## config.mk

```make
export PLATFORM = sky130hd
export DESIGN_NAME = serial_frame_rx
export DESIGN_NICKNAME = d
export VERILOG_FILES = /design/src/rtl/serial_frame_rx.sv
export SDC_FILE = /design/constraint.sdc
export NUM_CORES = 1
export LEC_CHECK = 0
export ABC_AREA = 1
export CAP_MARGIN = 20
export CORE_MARGIN = 5
export CORE_UTILIZATION = 30
export DETAILED_ROUTE_END_ITERATION = 7
export HOLD_SLACK_MARGIN = 0.15
export PLACE_DENSITY = 0.52
export SLEW_MARGIN = 10
export SYNTH_ARGS = -nofsm -noshare
export SYNTH_HDL_FRONTEND = slang
export SYNTH_SLANG_ARGS = --single-unit
export TNS_END_PERCENT = 30
```

## constraint.sdc

```tcl
create_clock -name clk -period 1.39 [get_ports clk]
set_input_delay 0.278 -clock clk [delete_from_list [all_inputs] [get_ports clk]]
set_output_delay 0.278 -clock clk [all_outputs]
set_load 0.01 [all_outputs]
```

## src/rtl/serial_frame_rx.sv

```systemverilog
// Framed serial receiver: start bit, LSB-first data, optional parity, stop bit.
// Optional parity stage enabled by defining PARITY_EN.
module serial_frame_rx #(
  parameter int DATA_W = 8
) (
  input  logic              clk,
  input  logic              reset,
  input  logic              sdi,
  input  logic              rx_ready,
  output logic [DATA_W-1:0] rx_data,
  output logic              rx_valid,
  output logic              parity_err,
  output logic              frame_err,
  output logic              overrun,
  output logic              busy
);

  localparam int CW = $clog2(DATA_W);

`ifdef PARITY_EN
  typedef enum logic [1:0] {
    IDLE, DATA, PARITY, STOP
  } state_t;
`else
  typedef enum logic [1:0] {
    IDLE, DATA, STOP
  } state_t;
`endif

  state_t            state;
  state_t            state_n;
  logic [CW-1:0]     bit_cnt;
  logic [DATA_W-1:0] shreg;
  logic              last_bit;
  logic              perr;
  logic              good;
  logic              hs;
  logic              load;
  logic              drop;

`ifdef PARITY_EN
  logic par_bit;
  assign perr = ^{shreg, par_bit};
`else
  assign perr = 1'b0;
`endif

  assign last_bit = (bit_cnt == CW'(DATA_W - 1));
  assign good     = (state == STOP) && !sdi;
  assign hs       = rx_valid && rx_ready;
  assign load     = good && (!rx_valid || rx_ready);
  assign drop     = good && rx_valid && !rx_ready;
  assign busy     = (state != IDLE);

  always_comb begin
    state_n = state;
    unique case (state)
      IDLE: if (sdi) state_n = DATA;
`ifdef PARITY_EN
      DATA:   if (last_bit) state_n = PARITY;
      PARITY: state_n = STOP;
`else
      DATA:   if (last_bit) state_n = STOP;
`endif
      STOP:    state_n = IDLE;
      default: state_n = IDLE;
    endcase
  end

  always_ff @(posedge clk) begin
    if (reset) begin
      state      <= IDLE;
      bit_cnt    <= '0;
      shreg      <= '0;
      rx_data    <= '0;
      rx_valid   <= 1'b0;
      parity_err <= 1'b0;
      frame_err  <= 1'b0;
      overrun    <= 1'b0;
`ifdef PARITY_EN
      par_bit    <= 1'b0;
`endif
    end else begin
      state     <= state_n;
      frame_err <= 1'b0;
      overrun   <= 1'b0;
      if (state == IDLE)
        bit_cnt <= '0;
      // LSB arrives first, so shifting right lands it in bit 0
      if (state == DATA) begin
        shreg   <= {sdi, shreg[DATA_W-1:1]};
        bit_cnt <= bit_cnt + CW'(1);
      end
`ifdef PARITY_EN
      if (state == PARITY)
        par_bit <= sdi;
`endif
      if ((state == STOP) && sdi)
        frame_err <= 1'b1;
      if (load) begin
        rx_data    <= shreg;
        parity_err <= perr;
        rx_valid   <= 1'b1;
      end else if (drop) begin
        overrun <= 1'b1;
      end else if (hs) begin
        rx_valid <= 1'b0;
      end
    end
  end

endmodule

```

==> impl_metrics.ini <==
[outcome]
status = finished, final reports clean

[sta]
fmaxAchievable_ghz = 0.775
fin_crit_ns = 1.29
finalWorstSetupSlack_ns = 0.0996
finalSetupViolCount = 0
hold_violations = 0
fin_skew_ns = 0.00620
fin_setup_tns_ns = 0
rsz0062_at_grt = false
drv_slew = 0
fin_crit_sh_pct = 92.8

[layout]
area_delta_synth_final_pct = 23.7
final_cell_mix = dfxtp_1 (23), nor2_1 (16), nand2_1 (14)
finalInstanceArea_sq_um = 1170
drive_gt1_share_pct = 13.3
layout_commonest_cell = dfxtp_1
final_nets = 143
diodes = 0

[logic_synthesis]
yosys_warnings = 0
syn-cell-area_sq_um = 943
ys_seq_area_share_pct = 50.9
synth-edff-count = 0
synth-async-reset-ratio_pct = 0
synth_ff_type = dfxtp_1
synthesis.nets = 123
yosys_register_bits = 24
avgSynthCellArea_sq_um = 8.06
ys_types = 24
synth_cells = 117

[place]
dpl.hpwl_um = 1310
pre_cts_ws_ns = 0.0395
io_buffers = 15
dpl_cell_area_sq_um = 1160
gp_congestion = 0.690

[clocking]
cts_buffer_depth = 2
path_clk_slew_ns = 0.12
clk_latency_ns = 0.30
cts_buffers = 3
cts_tree = yes
cts_root_buffer = clkbuf_4
clock-sinks = 24
cts_setup_buffers = 0
h-tree-depth = 1

[worst_hold_path]
worstHoldPathType = reg2reg

[grt]
grt_pass1_vias = 671
grt-ovfl-total = 0
grt_pass1_wl_um = 2830
grt_max_degree = 19
grt.total_usage_pct = 8.55
antenna_found_initial = 0

[power]
p_leak_nw = 0.521
vdd_drop_max_uv = 251
power_density_nw_per_um2 = 990

[routing]
viasPerCell = 4.30
drtIter0Drc = 27
wl_per_cell_um = 9.30
num_vias = 769
drc = 0
drt-total-wl_um = 1660
drtPass1Iterations = 4
drtAntennaViolNets = 0

[floorplanning]
placementRows = 20
fp.dieW_um = 66.1
die-area_sq_um = 4370
core_area_sq_um = 3030
die_h_um = 66.1
initial_core_util_pct = 31.2
ios = 17

[worst_setup_path]
cp.required_ns = 1.11
end_kind = primary output
critical_path_class = reg2out
arrival_ns = 1.01
cp_max_fo = 2
start_kind = flip-flop

[flow_run]
cap_violations = 0
[registers in the layout, indices dropped and copies added, names as in the netlist]
register and flops:
rx_data 8, shreg 8, bit_cnt 3, state 2
frame_err 1, overrun 1, rx_valid 1
[layout make-up]
cell class,count,area [sq um]
timing repair buffer,21,181
tap,44,55.1
sequential,24,482
fill,320,1860
clock buffer,3,22.5
multi-input combinational,71,367
inverter,16,60.1
[layer usage]
layer | GRT usage, % | part of all wire (%) | up-vias
li1 | - | - | 414
met1 | 10.0 | 47 | 338
met2 | 13.9 | 47 | 13
met3 | 1.53 | 4.1 | 4
met4 | 6.09 | 2.5 | 0
met5 | 0 | 0 | -
[logic make-up after synthesis]
kind of cell               count (synthesis)  synth area share, %
adders and majority gates                  2                 2.65
and+or+nand+nor                           46                 23.6
other                                      1                0.397
DFF                                       24                 50.9
buffers and inverters                     22                 10.2
AOI/OAI and AO/OA                         22                 12.2
[synth_stat cells (2+ instances only)]
cell,number,area (sq um)
dfxtp_1,24,480
nor2_1,16,60.1
nand2_1,14,52.6
a21oi_1,12,60.1
inv_1,12,45.0
nand4_1,8,50.1
o21ai_1,6,30.0
inv_2,4,15.0
buf_2,2,10.0
clkbuf_1,2,7.51
ha_1,2,25.0
nor3_1,2,10.0
o21ai_0,2,10.0
[worst paths after layout]
| path | start | endpoint | slack, ns | depth (start not counted) |
|---|---|---|---|---|
| worst max register to register | state[1] | rx_data[3] | 0.28 | 6 |
| worst max-delay path | state[1] | busy | 0.1 | 3 |
| worst min register to register | shreg[0] | shreg[0] | 0.47 | 2 |
| worst min-delay path | shreg[0] | shreg[0] | 0.47 | 2 |
[worst max-delay path, stage by stage (launching register included)]
cell and delay, ns:
dfxtp_1 0.36, inv_2 0.04, nand2_1 0.07, clkdlybuf4s15_1 0.23
[stage by stage]
step / util (%) / cells / hold slack (ns) / power, W
global placement: 38.2 / 176 / 0.449 / 0.000882
finish: 38.6 / 179 / 0.468 / 0.00116
floorplan: - / 117 / 0.430 / 0.000850
detailed placement: 38.2 / 176 / 0.455 / 0.000883
CTS: 38.5 / 179 / 0.472 / 0.00117
global route: 38.6 / 179 / 0.489 / 0.00123
[report_power, final]
part | switching (W) | internal, W
Combinational | 0.0000785 | 0.0000508
Sequential | 0.0000147 | 0.000721
Clock | 0.000189 | 0.000101
Total | 0.000282 | 0.000873
[what timing repair did]
| action | CTS | global route |
|---|---|---|
| pin swaps | 0 | 0 |
| endpoints found under the setup margin | 12 | 1 |
| gates cloned | 0 | 0 |
| gates resized for setup | 12 | 2 |
| hold buffers | 0 | 0 |
(Power assumes the default switching activity.)
